`src/rtl/pcpi_issue_arbiter.sv`:
```
// Round-robin issue arbiter sharing one PCPI coprocessor between two requesters.
// Latches the winning op, runs the PCPI handshake with no-wait timeout, returns result.
module pcpi_issue_arbiter #(
  parameter int TIMEOUT = 16,
  parameter int CNT_W   = 5
) (
  input  logic        clk,
  input  logic        rst,
  input  logic [1:0]  req_valid,
  input  logic [63:0] req_insn,
  input  logic [63:0] req_rs1,
  input  logic [63:0] req_rs2,
  output logic [1:0]  req_ready,
  output logic [1:0]  rsp_valid,
  input  logic [1:0]  rsp_ready,
  output logic [31:0] rsp_rd,
  output logic        rsp_wr,
  output logic        rsp_timeout,
  output logic        pcpi_valid,
  output logic [31:0] pcpi_insn,
  output logic [31:0] pcpi_rs1,
  output logic [31:0] pcpi_rs2,
  input  logic        pcpi_wr,
  input  logic [31:0] pcpi_rd,
  input  logic        pcpi_wait,
  input  logic        pcpi_ready,
  output logic        busy,
  output logic        err_spurious
);

  localparam logic [1:0] S_IDLE  = 2'd0;
  localparam logic [1:0] S_ISSUE = 2'd1;
  localparam logic [1:0] S_RESP  = 2'd2;

  logic [1:0]       state;
  logic [CNT_W-1:0] cnt;
  logic             owner;
  logic             last_grant;
  logic             gnt_idx;
  logic             gnt_any;
  logic             cnt_last;
  logic             own_ack;

  // Both requesting: the one that did not win last time goes next.
  always_comb begin
    gnt_idx = 1'b0;
    unique case (req_valid)
      2'b01:   gnt_idx = 1'b0;
      2'b10:   gnt_idx = 1'b1;
      2'b11:   gnt_idx = ~last_grant;
      default: gnt_idx = 1'b0;
    endcase
  end

  assign gnt_any  = (state == S_IDLE) && (|req_valid);
  assign cnt_last = (cnt == CNT_W'(TIMEOUT - 1));
  assign own_ack  = owner ? rsp_ready[1] : rsp_ready[0];

  always_comb begin
    req_ready = 2'b00;
    if (gnt_any) begin
      req_ready = gnt_idx ? 2'b10 : 2'b01;
    end
  end

  always_comb begin
    rsp_valid = 2'b00;
    if (state == S_RESP) begin
      rsp_valid = owner ? 2'b10 : 2'b01;
    end
  end

  assign pcpi_valid = (state == S_ISSUE);
  assign busy       = (state != S_IDLE);

  always_ff @(posedge clk or posedge rst) begin
    if (rst) begin
      state       <= S_IDLE;
      cnt         <= '0;
      owner       <= 1'b0;
      last_grant  <= 1'b1;
      pcpi_insn   <= '0;
      pcpi_rs1    <= '0;
      pcpi_rs2    <= '0;
      rsp_rd      <= '0;
      rsp_wr      <= 1'b0;
      rsp_timeout <= 1'b0;
    end else begin
      unique case (state)
        S_IDLE: begin
          if (gnt_any) begin
            pcpi_insn  <= gnt_idx ? req_insn[63:32] : req_insn[31:0];
            pcpi_rs1   <= gnt_idx ? req_rs1[63:32]  : req_rs1[31:0];
            pcpi_rs2   <= gnt_idx ? req_rs2[63:32]  : req_rs2[31:0];
            owner      <= gnt_idx;
            last_grant <= gnt_idx;
            cnt        <= '0;
            state      <= S_ISSUE;
          end
        end
        S_ISSUE: begin
          // A ready in the timeout cycle still delivers the real result.
          if (pcpi_ready) begin
            rsp_rd      <= pcpi_rd;
            rsp_wr      <= pcpi_wr;
            rsp_timeout <= 1'b0;
            state       <= S_RESP;
          end else if (pcpi_wait) begin
            cnt <= '0;
          end else if (cnt_last) begin
            rsp_rd      <= '0;
            rsp_wr      <= 1'b0;
            rsp_timeout <= 1'b1;
            state       <= S_RESP;
          end else begin
            cnt <= cnt + 1'b1;
          end
        end
        S_RESP: begin
          if (own_ack) begin
            state <= S_IDLE;
          end
        end
        default: state <= S_IDLE;
      endcase
    end
  end

  always_ff @(posedge clk or posedge rst) begin
    if (rst) begin
      err_spurious <= 1'b0;
    end else if (pcpi_ready && (state != S_ISSUE)) begin
      err_spurious <= 1'b1;
    end
  end

endmodule

```
`config.mk`:
```
export PLATFORM = sky130hd
export DESIGN_NAME = pcpi_issue_arbiter
export DESIGN_NICKNAME = d
export VERILOG_FILES = /design/src/rtl/pcpi_issue_arbiter.sv
export SDC_FILE = /design/constraint.sdc
export NUM_CORES = 1
export LEC_CHECK = 0
export CORE_AREA = 2 2 145 147
export DETAILED_ROUTE_END_ITERATION = 10
export DIE_AREA = 0 0 147 149
export PLACE_DENSITY_LB_ADDON = 0.12
export SLEW_MARGIN = 15
export SYNTH_ARGS = -nofsm -noshare
export SYNTH_HDL_FRONTEND = slang
export SYNTH_SLANG_ARGS = --single-unit
```
`constraint.sdc`:
```
create_clock -name clk -period 4.5 [get_ports clk]
set_input_delay 0.45 -clock clk [delete_from_list [all_inputs] [get_ports clk]]
set_output_delay 0.45 -clock clk [all_outputs]
set_load 0.02 [all_outputs]
```
# Word-level counts from Yosys, hierarchy flattened
# Cells that the tools add are included.
[op_classes] add_sub_neg=1 n_mul=0 div=0 n_lt_le_gt_ge=0 eq_ne=13 shifts=0 muxes=29 bitwise=1 reduce_logical=11
[op_table] operator="two-way mux 32 bit" n=6
[op_table] operator="two-way mux 5 bit" n=4
[op_table] operator="two-way mux 2 bit" n=9
[op_table] operator="one-hot mux 5 bit (2 select lines)" n=1
[op_table] operator="AND reduction 4 bit" n=2
[op_table] operator="two-way mux 1 bit" n=7
[op_table] operator="equality test 2 bit, second input constant" n=3
[op_table] operator="!= test 2 bit, second input constant" n=3
[op_table] operator="one-hot mux 2 bit (3 select lines)" n=1
[op_table] operator="nonzero test 2 bit" n=3
[op_table] operator="adder 5 x 1 -> 5 bit, second input constant" n=1
[op_table] operator="equality test 5 x 4 -> 1 bit, second input constant" n=1
[op_table] operator="!= test 2 x 1 -> 1 bit, second input constant" n=2
[op_table] operator="!= test 3 x 1 -> 1 bit, second input constant" n=1
[op_table] operator="!= test 3 x 2 -> 1 bit, second input constant" n=1
[op_table] operator="!= test 3 bit, second input constant" n=1
[op_table] operator="AND reduction 3 bit" n=1
[op_table] operator="equality test 2 x 1 -> 1 bit, second input constant" n=1
[op_table] operator="logical AND 1 bit" n=2
[op_table] operator="logical NOT 2 bit" n=1
[op_table] operator="one-hot mux 1 bit (2 select lines)" n=1
[op_table] operator="AND reduction 2 bit" n=1
[op_table] operator="OR reduction 2 bit" n=1
[op_table] operator="NOT 1 bit" n=1
[word_totals] regBits=140 latchBits=0 ramBits=0 romBits=0 in_bits=233 out_inout_bits=137 n_memories=0

# Logic depth before layout (Yosys ltp)
# Gate-level depths: netlist of the first run.
[depth] depth_word=5 mapped_depth=7

# Worst setup path after synthesis of the first run
# No wires, ideal clock.
[synth_timing] path_type="register to register" start="register cnt[0]" end="register rsp_rd[0]" setup_time_ns=0.066 arrival_ns=1.822 required_ns=4.434 slack_ns=2.612 path_stages_with_launch=8 n_path_buf=1 synth_period_minus_slack_ns=1.888 path_cell_list="dfrtp_1 > ha_1 > and3_1 > ha_1 > nor2b_1 > o21ai_2 > clkbuf_1 > a22o_1"
[synth_between] elab_chain_cells=3
[synth_rtl] element="from (decl)" line_no="36" text="logic [CNT_W-1:0] cnt;"
[synth_rtl] element="from (signal assigned)" line_no="116" text="cnt <= cnt + 1'b1;"
[synth_rtl] element="equality test 5 x 4 -> 1 bit" line_no="56" text="assign cnt_last = (cnt == CNT_W'(TIMEOUT - 1));"
[synth_rtl] element="nonzero test 2 bit (no line)"
[synth_rtl] element="AND reduction 3 bit (no line)"
[synth_rtl] element="to (signal assigned)" line_no="104" text="rsp_rd <= pcpi_rd;"
[synth_rtl] element="to (decl)" line_no="16" text="output logic [31:0] rsp_rd,"
# No other way between the ends.
# A chain may end at the register's enable or synchronous reset.

# Final worst setup path of the first run
[layout_timing] start="register state[0]" end="output port req_ready[1]"
[layout_between] elab_chain_cells=3
[layout_rtl] element="from (decl)" line_no="35" text="logic [1:0] state;"
[layout_rtl] element="from (signal assigned)" line_no="78" text="state <= S_IDLE;"
[layout_rtl] element="from (signal assigned)" line_no="98" text="state <= S_ISSUE;"
[layout_rtl] element="from (signal assigned)" line_no="107" text="state <= S_RESP;"
[layout_rtl] element="logical NOT 2 bit" line_no="55" text="assign gnt_any = (state == S_IDLE) && (|req_valid);"
[layout_rtl] element="logical AND 1 bit" line_no="55"
[layout_rtl] element="two-way mux 2 bit" line_no="61" text="if (gnt_any) begin"
[layout_rtl] element="to (decl)" line_no="13" text="output logic [1:0] req_ready,"
# No other way between the ends.

==> results.ini, run 1 <==
[yosys]
synth.cell_area_um2=5870
synth-simple-area-share=0.0202
synth_cells=453
yosysWarnings=0
syn_nets=688
ys_ff_latch=140
synth_top_family_by_area=compound AO/OA/AOI/OAI gates
synth_compound_area_frac=0.335
netlist.top_cell.by_area=dfrtp_1
synthTopCellsByArea=dfrtp_1 59%, a22o_1 19%, a21o_1 13%, buf_2 1.7%, buf_6 0.96%
synthMuxAreaShare=0.00171
synth_fa_ha_area_frac=0.00426
synth_top_area_frac=0.592
synth_seq_area_share=0.597
syn_area_per_cell_um2=13.0
ys_types=34
synthXorXnorAreaFrac=0

[flow_run]
cap_violations=0

[placement]
dpl_worst_slack_ns=1.78
dpl-instance-area_um2=9780
place_congestion=0.800
dp.cells=1066
portBuffers=369
dp_hpwl_um=15600

[hold_path]
hold_end=err_spurious$_DFFE_PP0P_
hp-class=reg2reg
hold_depth=1
hp-start=err_spurious$_DFFE_PP0P_

[critical_path]
r2r-start=state[0]$_DFFE_PP0P_
cp-end-kind=output port
crit_path_max_fanout=6
worstPathArrival_ns=2.00
path_class=reg2out
critPathRequiredTime_ns=4.05
r2r_end=pcpi_rs1[28]$_DFFE_PP0P_
rr_worst_depth=6
startpoint_type=flip-flop
regToRegSetupSlack_ns=2.17

[finish]
postLayoutCoreUtil=0.503
multiInputGateArea_um2=2140
drive_above_1_share=0.0571
seqCellArea_um2=3500
postLayoutCellArea_um2=10300
nNetsFinal=1045
fillCellCount=1859
syn2layout_area_growth_pct=76.2
finalNonFillerCells=1099

[sta]
fin_crit_ns=2.45
max_freq_ghz=0.407
holdWs_ns=0.480
setup-tns-final_ns=0
slew_viol_final=0
finalCritPeriodShare=0.545
relSlewSlack=0.245
rsz0062_at_grt=no
tightest_slew_ns=1.13
setup_violations=0
hold_violations=0
setup_slack_ns=2.05
fin_worst_skew_ns=0.0115

[grt]
grt_max_degree=97
grt_usage=0.196
grt-ovfl-total=0
first_global_vias=5666
antenna_found_initial=1
grt_first_pass_wirelength_um=33000

[detailed_routing]
vias_per_cell=4.89
wl_um=21700
wl_per_cell_um=19.7
vias=5375
dr.first_iter.drc_count=172
ant_nets=0
drc_errors=0
firstDrtPassIters=4

[floorplanning]
initial_core_util=0.286
io_pins=370
die_area_um2=21900
die_h_um=149
std_cell_rows=53
coreArea_um2=20600
die_w_um=147

[cts]
cts_made_buffers=17
cts_buffer_depth=2
cts_setup_buffers=0
root_buffer=clkbuf_16
clock_latency_ns=0.41
hold_buffers=0
clock_sinks=140
cts_tree=yes
htree_levels=4
cts-resized-gates=0
path_clk_slew_ns=0.06

[pwr]
ir_drop_mv=0.313
finalPower_mw=7.37
leakagePower_nw=4.83
p_per_area_nw_per_um2=712

[outcome]
status=finished, final reports clean

==> sequential cells by signal, indices dropped and copies added (netlist names) <==
signal	flops
pcpi_insn	32
pcpi_rs1	32
pcpi_rs2	32
rsp_rd	32
cnt	5
state	2
err_spurious	1
last_grant	1
owner	1
rsp_timeout	1
rsp_wr	1
==> critical path, stage by stage (launching register included) <==
cell and delay [ns]:
dfrtp_1 0.45, nor2_2 0.25, nand2_1 0.13, a21oi_4 0.13
clkdlybuf4s50_1 0.63
==> report_power, final <==
part	total (mW)	internal, mW	switching [mW]
registers	2.21	1.86	0.354
clock network	1.33	0.779	0.556
logic	3.82	1.99	1.83
total	7.37	4.63	2.74
==> layout make-up <==
cell class | instances | share of cell area
Tap cell | 275 | 0.0333
Inverter | 7 | 0.00302
Sequential cell | 140 | 0.339
Clock inverter | 12 | 0.0110
Antenna cell | 1 | 0.000242
Multi-Input combinational cell | 267 | 0.207
Timing Repair Buffer | 377 | 0.363
Clock buffer | 20 | 0.0432
==> per-layer routing <==
metal | track usage | vias up | share of wire
met5 | 0 | - | 0
met4 | 0.0774 | 0 | 0.030
met3 | 0.0654 | 37 | 0.087
met2 | 0.327 | 275 | 0.49
met1 | 0.235 | 2617 | 0.40
li1 | - | 2446 | -
==> cells in the mapped netlist <==
| cell type | number |
|---|---|
| dfrtp_1 | 139 |
| a22o_1 | 129 |
| a21o_1 | 99 |
| buf_2 | 20 |
| clkbuf_1 | 12 |
| inv_1 | 6 |
| buf_6 | 5 |
| a21oi_1 | 4 |
| o21ai_0 | 4 |
| nand2_1 | 3 |
| nor2_1 | 3 |
| and2_1 | 2 |
| and3_1 | 2 |
| buf_4 | 2 |
| ha_1 | 2 |
| nand2b_1 | 2 |
| o21ai_2 | 2 |
| a21oi_2 | 1 |
| a31oi_1 | 1 |
| and3b_1 | 1 |
| dfstp_2 | 1 |
| inv_2 | 1 |
| mux2i_1 | 1 |
| nand3_1 | 1 |
| nor2_2 | 1 |
| nor2b_1 | 1 |
| nor3_1 | 1 |
| nor3b_1 | 1 |
| nor4_1 | 1 |
| o2111ai_1 | 1 |
| o22ai_1 | 1 |
| o311ai_1 | 1 |
| or3_1 | 1 |
| or4_1 | 1 |
==> cell usage in the layout (no fill, tap or decap), types with 2 or more instances in the layout <==
| cell type | instances |
|---|---|
| clkdlybuf4s50_1 | 369 |
| dfrtp_1 | 139 |
| a22o_1 | 129 |
| a21o_1 | 99 |
| clkbuf_16 | 17 |
| buf_4 | 8 |
| clkinvlp_4 | 7 |
| inv_1 | 5 |
| o21ai_0 | 4 |
| a21oi_1 | 4 |
| inv_6 | 4 |
| nor2_1 | 3 |
| nand2_1 | 3 |
| nand2b_1 | 2 |
| ha_1 | 2 |
| clkbuf_1 | 2 |
==> worst max-delay path by stage <==
stage	from	end	slack (ns)	depth (start not counted)
after global routing	state[0]$_DFFE_PP0P_	pcpi_rs1[28]$_DFFE_PP0P_	1.92	6
after global placement	req_valid[1]	pcpi_rs2[2]$_DFFE_PP0P_	1.88	6
after floorplan	rst	cnt[0]$_DFFE_PP0P_	0.30	1
final	state[0]$_DFFE_PP0P_	req_ready[1]	2.05	4
after CTS	state[0]$_DFFE_PP0P_	req_ready[1]	2.01	4
after detailed placement	req_valid[1]	pcpi_insn[9]$_DFFE_PP0P_	1.78	6
==> kinds of logic after synthesis <==
kind of cell               count (synthesis)
adders and majority gates                  2
buffers and inverters                     46
muxes                                      1
DFF                                      140
AOI/OAI and AO/OA                        243
and+or+nand+nor                           21
(Power assumes the default switching activity.)
==> run 2: changes to the inputs <==
Clock period 4.5 ns to 2 ns, I/O delays scaled along.
==> run 2 against run 1 <==
First-iteration DRC count grew 17%. Clock skew down 0.0010 ns. Sequential power increased by 120%. Sequential cell count unchanged.
==> results.ini, run 2 (same netlist as run 1, synthesis figures left out) <==
[outcome]
status=finished, final reports clean

[cts]
cts_tree=yes
clock_sinks=140
htree_levels=4
cts_made_buffers=17
cts_buffer_depth=2
path_clk_slew_ns=0.06
hold_buffers=0
clock_latency_ns=0.42
root_buffer=clkbuf_16

[finish]
syn2layout_area_growth_pct=79.1
layout_common_cells=366 x clkdlybuf4s50_1, 139 x dfrtp_1, 129 x a22o_1
fillCellCount=1788
drive_above_1_share=0.0677
antenna_cells=0
finalNonFillerCells=1102
layout_commonest_cell=clkdlybuf4s50_1
nNetsFinal=1049

[sta]
slew_viol_final=0
relSlewSlack=0.550
tightest_slew_ns=0.675
finalCritPeriodShare=0.975
hold_violations=0
setup-tns-final_ns=0
fin_crit_ns=1.95
rsz0062_at_grt=no
max_freq_ghz=0.513
setup_violations=0
fin_worst_skew_ns=0.0104
setup_slack_ns=0.0496

[pwr]
finalPower_mw=16.9
ir_drop_mv=0.748
leakagePower_nw=4.92
p_per_area_nw_per_um2=1610

[detailed_routing]
wl_met1_um=8710
dr.first_iter.drc_count=202
wl_met2_um=10700
drc_errors=0
wl_um=21400
firstDrtPassIters=4
highest-signal-layer=met4
route.met3.wl_um=1690
ant_nets=0
vias_per_cell=4.87
wl_per_cell_um=19.4
vias=5364

[grt]
grt_first_pass_wirelength_um=32000
grt_max_degree=99
grt-ovfl-total=0
antenna_found_initial=0
first_global_vias=5591
grt_usage=0.191

[floorplanning]
std_cell_rows=53
io_pins=370
die_area_um2=21900
initial_core_util=0.286
die_w_um=147
coreArea_um2=20600
die_h_um=149

[hold_path]
hp-class=in2async

[critical_path]
startpoint=state[1]$_DFFE_PP0P_
crit_path_max_fanout=7
cp-end-kind=output port
worstPathArrival_ns=1.75
critPathRequiredTime_ns=1.80
r2r-start=cnt[0]$_DFFE_PP0P_
path_class=reg2out
startpoint_type=flip-flop

[placement]
dp.cells=1070
dp_hpwl_um=15200
portBuffers=369
dpl_worst_slack_ns=0.0574
place_congestion=0.842

[flow_run]
cap_violations=0

## run 2: changes by cell type in the layout (fill, tap and decap cells not counted), sizes merged, moves of 2 or more
cell	previous run	this run
clkinv	1	4
bufinv	1	3
dlygate4sd2	0	3
clkdlybuf4s50	369	366
buf	8	12
clkinvlp	7	2
## run 2: critical path: stages, from the launching register on
cell	delay [ns]
dfrtp_1	0.47
nor3b_1	0.22
clkdlybuf4s50_1	0.65
## run 2: power by group
part | leakage (nW) | internal (mW) | total [mW] | switching (mW)
logic | 2.89 | 4.56 | 8.67 | 4.11
registers | 1.74 | 4.17 | 4.96 | 0.787
clock network | 0.299 | 2.05 | 3.31 | 1.26
## run 2: area by class of cell
| cell class | count | area [um^2] | share of cell area |
|---|---|---|---|
| Multi-Input combinational cell | 267 | 2170 | 0.207 |
| Timing Repair Buffer | 381 | 3840 | 0.366 |
| Inverter | 7 | 30.0 | 0.00286 |
| Clock buffer | 21 | 460 | 0.0438 |
| Tap cell | 275 | 344 | 0.0327 |
| Clock inverter | 11 | 159 | 0.0151 |
| Sequential cell | 140 | 3500 | 0.333 |
## run 2: per-stage QoR
step,util,instance area [um^2],hold WS (ns)
2_1_floorplan,-,5870,0.316
3_3_place_gp,0.480,9870,0.459
6_report,0.511,10500,0.259
5_1_grt,0.511,10500,0.283
3_5_place_dp,0.480,9870,0.455
4_1_cts,0.510,10500,0.281
## run 2: worst paths after layout
kind                                        endpoint  slack [ns]  cells past startpoint
max                                     rsp_valid[0]        0.05                      2
min                         pcpi_rs2[22]$_DFFE_PP0P_        0.26                      3
max reg2reg                       cnt[3]$_DFFE_PP0P_        0.10                      7
min in group clk           pcpi_insn[28]$_DFFE_PP0P_        0.36                      2
max in group asynchronous  pcpi_insn[13]$_DFFE_PP0P_        1.36                      3
min reg2reg                 err_spurious$_DFFE_PP0P_        0.46                      1
## run 2: per-layer routing
metal / global-route usage / vias up
met3: 0.0719 / 14
li1: - / 2452
met5: 0 / -
met1: 0.227 / 2653
met4: 0.0510 / 0
met2: 0.325 / 245
## run 2: repair_timing
action                     in CTS  in global routing
gates resized for setup         4                  6
buffers inserted                0                  0
hold endpoints to repair        0                  0
setup endpoints to repair       3                 37
pin swaps                       0                  0
